`config.mk`:
```
export PLATFORM = sky130hd
export DESIGN_NAME = care_action_ctrl
export DESIGN_NICKNAME = d
export VERILOG_FILES = /design/src/rtl/care_action_ctrl.sv
export SDC_FILE = /design/constraint.sdc
export NUM_CORES = 1
export LEC_CHECK = 0
export CORE_MARGIN = 2
export CORE_UTILIZATION = 45
export DETAILED_ROUTE_END_ITERATION = 16
export PLACE_DENSITY = 0.78
export RECOVER_POWER = 25
export SETUP_SLACK_MARGIN = 0.3
export SLEW_MARGIN = 20
export SYNTH_ARGS = -nofsm -noshare
export SYNTH_HDL_FRONTEND = slang
export SYNTH_SLANG_ARGS = --single-unit
export TNS_END_PERCENT = 1
```
`constraint.sdc`:
```
create_clock -name clk -period 1.5 [get_ports clk]
set_clock_uncertainty 0.05 [all_clocks]
set_input_delay 0.45 -clock clk [delete_from_list [all_inputs] [get_ports clk]]
set_output_delay 0.45 -clock clk [all_outputs]
set_load 0.05 [all_outputs]
```
`src/rtl/care_action_ctrl.sv`:
```
`default_nettype none
// ============================================================================
// Module   : care_action_ctrl
// Purpose  : Button front-end for the stats block. Synchronises and debounces
//            four raw buttons, runs a browse/confirm menu over six care
//            actions and emits one single-cycle one-hot action pulse per
//            confirmed action, followed by a cooldown.
// Ports    : clk        - system clock (rising edge)
//            reset      - synchronous active-high reset
//            btn_next   - raw button, asynchronous, active-high
//            btn_prev   - raw button, asynchronous, active-high
//            btn_ok     - raw button, asynchronous, active-high
//            btn_cancel - raw button, asynchronous, active-high
//            inputs     - one-hot action pulse (bits 7:6 always 0)
//            cursor     - highlighted action 0..5
//            state_o    - 0 IDLE, 1 CONFIRM, 2 FIRE, 3 COOLDOWN
//            busy       - high in FIRE and COOLDOWN
// Revision : 1.0 - initial release
// ============================================================================
module care_action_ctrl #(
    parameter int DEBOUNCE_CYCLES = 4,
    parameter int COOLDOWN_CYCLES = 16,
    parameter int CONFIRM_TIMEOUT = 64
) (
    input  logic       clk,
    input  logic       reset,
    input  logic       btn_next,
    input  logic       btn_prev,
    input  logic       btn_ok,
    input  logic       btn_cancel,
    output logic [7:0] inputs,
    output logic [2:0] cursor,
    output logic [1:0] state_o,
    output logic       busy
);

    localparam int c_DB_W = $clog2(DEBOUNCE_CYCLES + 1);
    localparam int c_CD_W = $clog2(COOLDOWN_CYCLES + 1);
    localparam int c_TO_W = $clog2(CONFIRM_TIMEOUT + 1);

    localparam logic [c_DB_W-1:0] c_DB_LAST = c_DB_W'(DEBOUNCE_CYCLES - 1);
    localparam logic [c_CD_W-1:0] c_CD_LAST = c_CD_W'(COOLDOWN_CYCLES - 1);
    localparam logic [c_TO_W-1:0] c_TO_LAST = c_TO_W'(CONFIRM_TIMEOUT - 1);

    localparam logic [1:0] c_ST_IDLE     = 2'd0;
    localparam logic [1:0] c_ST_CONFIRM  = 2'd1;
    localparam logic [1:0] c_ST_FIRE     = 2'd2;
    localparam logic [1:0] c_ST_COOLDOWN = 2'd3;

    localparam int c_NEXT   = 0;
    localparam int c_PREV   = 1;
    localparam int c_OK     = 2;
    localparam int c_CANCEL = 3;

    logic [3:0] w_btn_raw;
    logic [3:0] w_evt;

    assign w_btn_raw = {btn_cancel, btn_ok, btn_prev, btn_next};

    // ------------------------------------------------------------------------
    // Per-button conditioning: 2-flop synchroniser, debouncer, press edge.
    // The press event is registered alongside the debounced level, so it is
    // high for exactly the first cycle in which the debounced level is 1.
    // ------------------------------------------------------------------------
    for (genvar gi = 0; gi < 4; gi++) begin : g_btn
        logic [1:0]        sync_q, sync_d;
        logic              deb_q, deb_d;
        logic              evt_q, evt_d;
        logic [c_DB_W-1:0] cnt_q, cnt_d;

        always_comb begin
            sync_d = {sync_q[0], w_btn_raw[gi]};
            deb_d  = deb_q;
            cnt_d  = '0;
            evt_d  = 1'b0;
            if (sync_q[1] != deb_q) begin
                if (cnt_q == c_DB_LAST) begin
                    deb_d = sync_q[1];
                    evt_d = sync_q[1];   // rising edges only
                end else begin
                    cnt_d = cnt_q + 1'b1;
                end
            end
        end

        always_ff @(posedge clk) begin
            if (reset) begin
                sync_q <= '0;
                deb_q  <= 1'b0;
                evt_q  <= 1'b0;
                cnt_q  <= '0;
            end else begin
                sync_q <= sync_d;
                deb_q  <= deb_d;
                evt_q  <= evt_d;
                cnt_q  <= cnt_d;
            end
        end

        assign w_evt[gi] = evt_q;
    end

    // Priority resolution: cancel > ok > next > prev, one event per cycle.
    logic w_ev_cancel, w_ev_ok, w_ev_next, w_ev_prev;

    assign w_ev_cancel = w_evt[c_CANCEL];
    assign w_ev_ok     = w_evt[c_OK]   & ~w_evt[c_CANCEL];
    assign w_ev_next   = w_evt[c_NEXT] & ~w_evt[c_OK] & ~w_evt[c_CANCEL];
    assign w_ev_prev   = w_evt[c_PREV] & ~w_evt[c_NEXT] & ~w_evt[c_OK]
                       & ~w_evt[c_CANCEL];

    // ------------------------------------------------------------------------
    // Menu FSM
    // ------------------------------------------------------------------------
    logic [1:0]        state_q, state_d;
    logic [2:0]        cursor_q, cursor_d;
    logic [c_TO_W-1:0] tmo_q, tmo_d;
    logic [c_CD_W-1:0] cd_q, cd_d;
    logic [7:0]        inputs_q, inputs_d;

    // State register
    always_ff @(posedge clk) begin
        if (reset) begin
            state_q  <= c_ST_IDLE;
            cursor_q <= 3'd0;
            tmo_q    <= '0;
            cd_q     <= '0;
            inputs_q <= 8'h00;
        end else begin
            state_q  <= state_d;
            cursor_q <= cursor_d;
            tmo_q    <= tmo_d;
            cd_q     <= cd_d;
            inputs_q <= inputs_d;
        end
    end

    // Next-state logic
    always_comb begin
        state_d  = state_q;
        cursor_d = cursor_q;
        tmo_d    = tmo_q;
        cd_d     = cd_q;
        case (state_q)
            c_ST_IDLE: begin
                if (w_ev_ok) begin
                    state_d = c_ST_CONFIRM;
                    tmo_d   = '0;
                end else if (w_ev_next) begin
                    cursor_d = (cursor_q == 3'd5) ? 3'd0 : cursor_q + 3'd1;
                end else if (w_ev_prev) begin
                    cursor_d = (cursor_q == 3'd0) ? 3'd5 : cursor_q - 3'd1;
                end
            end
            c_ST_CONFIRM: begin
                // ok outranks the timeout when both land in the same cycle
                if (w_ev_cancel) begin
                    state_d = c_ST_IDLE;
                end else if (w_ev_ok) begin
                    state_d = c_ST_FIRE;
                end else if (tmo_q == c_TO_LAST) begin
                    state_d = c_ST_IDLE;
                end else begin
                    tmo_d = tmo_q + 1'b1;
                end
            end
            c_ST_FIRE: begin
                state_d = c_ST_COOLDOWN;
                cd_d    = '0;
            end
            c_ST_COOLDOWN: begin
                // press events are dropped here, not queued
                if (cd_q == c_CD_LAST) begin
                    state_d = c_ST_IDLE;
                end else begin
                    cd_d = cd_q + 1'b1;
                end
            end
            default: state_d = c_ST_IDLE;
        endcase
    end

    // Output logic: the pulse is registered on entry to FIRE so that it is
    // visible exactly during the FIRE cycle.
    always_comb begin
        inputs_d = 8'h00;
        if (state_d == c_ST_FIRE) begin
            inputs_d = 8'h01 << cursor_q;
        end
    end

    assign inputs  = inputs_q;
    assign cursor  = cursor_q;
    assign state_o = state_q;
    assign busy    = (state_q == c_ST_FIRE) || (state_q == c_ST_COOLDOWN);

endmodule
`default_nettype wire
```
==> impl_metrics.yaml <==
grt:
  busiest_layer: "met2"
  grt_antenna_before_repair: 0
  grtUsageMet3_pct: 3.43
  gr-usage-all-layers_pct: 17.5
  grtUsageMet1_pct: 20.8
  grt_pass1_vias: 1662
  overflow: 0
  grt_first_pass_wirelength_um: 7280
  use_met2_pct: 30.2
  grt_max_degree: 17
worst_setup_path:
  startpoint_type: "flop"
  worst-r2r-setup-slack_ns: -0.01
  r2r_start: "tmo_q[0]"
  critical_path_required_ns: 1.70
  cp.arrival_ns: 1.71
  rr_worst_depth: 5
  worst-setup-path-type: "reg2reg"
  critPathMaxFanout: 4
  end_kind: "flop"
  r2r-end: "tmo_q[5]"
synthesis:
  synthArstFlopShare_pct: 0
  synth_nets: 249
  synth_cell_types: 48
  synth_ff_type: "dfxtp_1"
  synth_seq_cells: 53
  synth-edff-count: 0
  yosys_warnings: 0
  ys_seq_area_share_pct: 48.5
  synthCells: 231
  synth_area_sq_um: 2190
  synth_area_per_cell_sq_um: 9.47
timing:
  drv_slew: 0
  max-slew-margin-rel_pct: 64.0
  hold_viol: 0
  rsz0062_at_grt: "yes"
  fin_crit_ns: 1.51
  fmax_mhz: 660
  tns_ns: -0.0145
  worst_pin_slew_ns: 0.540
  setup_viol: 1
  timing.final.crit_share_pct: 101
  fin_ws_ns: -0.0145
clock_tree:
  clock-sinks: 53
  clkSlewWorstSetupHoldPaths_ns: 0.09
  tritoncts: "done"
  cts_htree_levels: 2
  clock_tree.root_cell: "clkbuf_8"
  insertion_delay_ns: 0.31
  clockBufferDepth: 2
  cts_buffers: 5
  cts_hold_buf: 0
placement:
  port_buffers: 19
  gp_congestion: 0.791
  dpl.hpwl_um: 2810
  dp_worst_setup_slack_ns: -0.330
final_layout:
  area_delta_synth_final_pct: 35.3
  fillers: 376
  diodes: 0
  drive_gt1_share_pct: 28.3
  final_nets: 286
  final_common_cell: "dfxtp_1"
  final_cell_mix: "dfxtp_1, nor2_1, nand2_1, buf_12, buf_4"
drt:
  dr.pass1.iters: 4
  via_count: 1694
  vias_per_cell: 5.24
  ant_nets: 0
  avgRoutedWirePerCell_um: 13.4
  drc: 0
  drt-initial-drc-count: 101
  wirelength_um: 4330
worst_hold_path:
  min-delay-start: "g_btn[1].cnt_q[0]"
  whs_path_depth: 1
  hp-class: "reg2reg"
  holdPathEnd: "g_btn[1].cnt_q[0]"
run:
  drv_cap: 0
pwr:
  p_leak_nw: 1.07
  powerDensity_nw_per_um2: 808
  ir_drop_mv: 0.544
floorplan:
  core_sq_um: 4690
  die_y_um: 73.7
  dieArea_sq_um: 5440
  placementRows: 25
  die_w_um: 73.7
  io_pins: 20
  initial_utilization_pct: 46.6
status:
  status: "finished with violations"
  violations: "setup timing"
[sequential cells by signal, indices dropped and copies added (netlist names)]
| register | flops |
|---|---|
| inputs | 8 |
| tmo_q | 7 |
| cursor | 3 |
| g_btn.sync_q | 8 |
| state_o | 2 |
| g_btn.evt_q | 4 |
| g_btn.cnt_q | 12 |
| cd_q | 5 |
| g_btn.deb_q | 4 |
[repair_timing]
action,4_1_cts,5_1_grt
gates cloned,1,0
endpoints found under the hold margin,0,0
setup endpoints to repair,54,56
resized for setup,8,19
setup buffers,6,0
pin swaps,6,4
[worst max-delay path by stage]
stage	slack (ns)	from	depth (start not counted)	end
finish	-0.01	tmo_q[0]	5	tmo_q[5]
floorplan	0.08	cursor[0]	5	cursor[2]
global route	-0.09	tmo_q[0]	5	tmo_q[5]
CTS	0.03	tmo_q[0]	5	tmo_q[5]
detailed placement	-0.33	reset	5	cursor[1]
global placement	-0.24	reset	5	cursor[1]
[routing by layer]
metal	up-vias	share of wire, %
li1	874	-
met5	-	0
met1	781	44
met2	27	51
met3	12	2.5
met4	0	2.6
[cells in the mapped netlist (2+ instances only)]
master    instances  area [sq um]
a21oi_1           8          40.0
a31oi_1           2          12.5
clkbuf_1          6          22.5
dfxtp_1          53          1060
ha_1             12           150
inv_1            13          48.8
mux2i_1           5          50.1
nand2_1          17          63.8
nand2b_1          4          25.0
nand3_1           3          15.0
nor2_1           35           131
nor2b_1           9          56.3
nor3_1            6          30.0
nor4_1            4          25.0
nor4b_1           3          26.3
nor4bb_1          4          40.0
o21a_1            2          15.0
o21ai_0           3          15.0
o21ai_1           2          10.0
o31a_1            2          17.5
o31ai_1           2          15.0
or2_2             2          12.5
or3_1             6          37.5
xnor2_1           4          35.0
[logic make-up (layout without fill, tap and decap cells)]
family                   count (synthesis)  count (layout)  share of synthesized area, %
multiplexers                             5               5                          2.29
flip-flops                              53              53                          48.5
XOR/XNOR                                 4               4                          1.60
adder cells (fa/ha/maj)                 12              12                          6.86
buffers and inverters                   22              60                          4.00
AND/OR/NAND/NOR                        103             103                          26.6
AO/OA/AOI/OAI                           32              32                          10.1
[layout make-up]
type / count / area, sq um / area share [%]
flip-flops and latches: 53 / 1090 / 36.9
clock inverters: 1 / 8.76 / 0.296
repair buffers: 38 / 477 / 16.1
inverters: 14 / 52.6 / 1.77
clock buffers: 7 / 97.6 / 3.30
well taps: 54 / 67.6 / 2.28
multi-input cells: 156 / 1170 / 39.4
[stage by stage]
step	total power [mW]	util, %	cell area, sq um	hold WS (ns)	cells
finish	2.39	63.1	2960	0.377	323
global route	2.47	63.1	2960	0.406	323
CTS	2.42	62.4	2930	0.382	323
detailed placement	1.52	57.9	2720	0.368	308
global placement	1.51	57.9	2720	0.357	308
floorplan	1.48	-	2270	0.349	231
[worst max-delay path, stage by stage (launching register included)]
cell and delay (ns):
dfxtp_2 0.36, ha_4 0.15, nand3_2 0.11, o311a_1 0.35
o211ai_1 0.22, mux2i_1 0.21
[power by group]
| part | internal, mW | leakage (nW) | switching [mW] |
|---|---|---|---|
| registers | 1.41 | 0.438 | 0.00636 |
| clock network | 0.434 | 0.0536 | 0.477 |
| logic | 0.0334 | 0.581 | 0.0305 |
| total | 1.88 | 1.07 | 0.514 |
(Power assumes the default switching activity.)
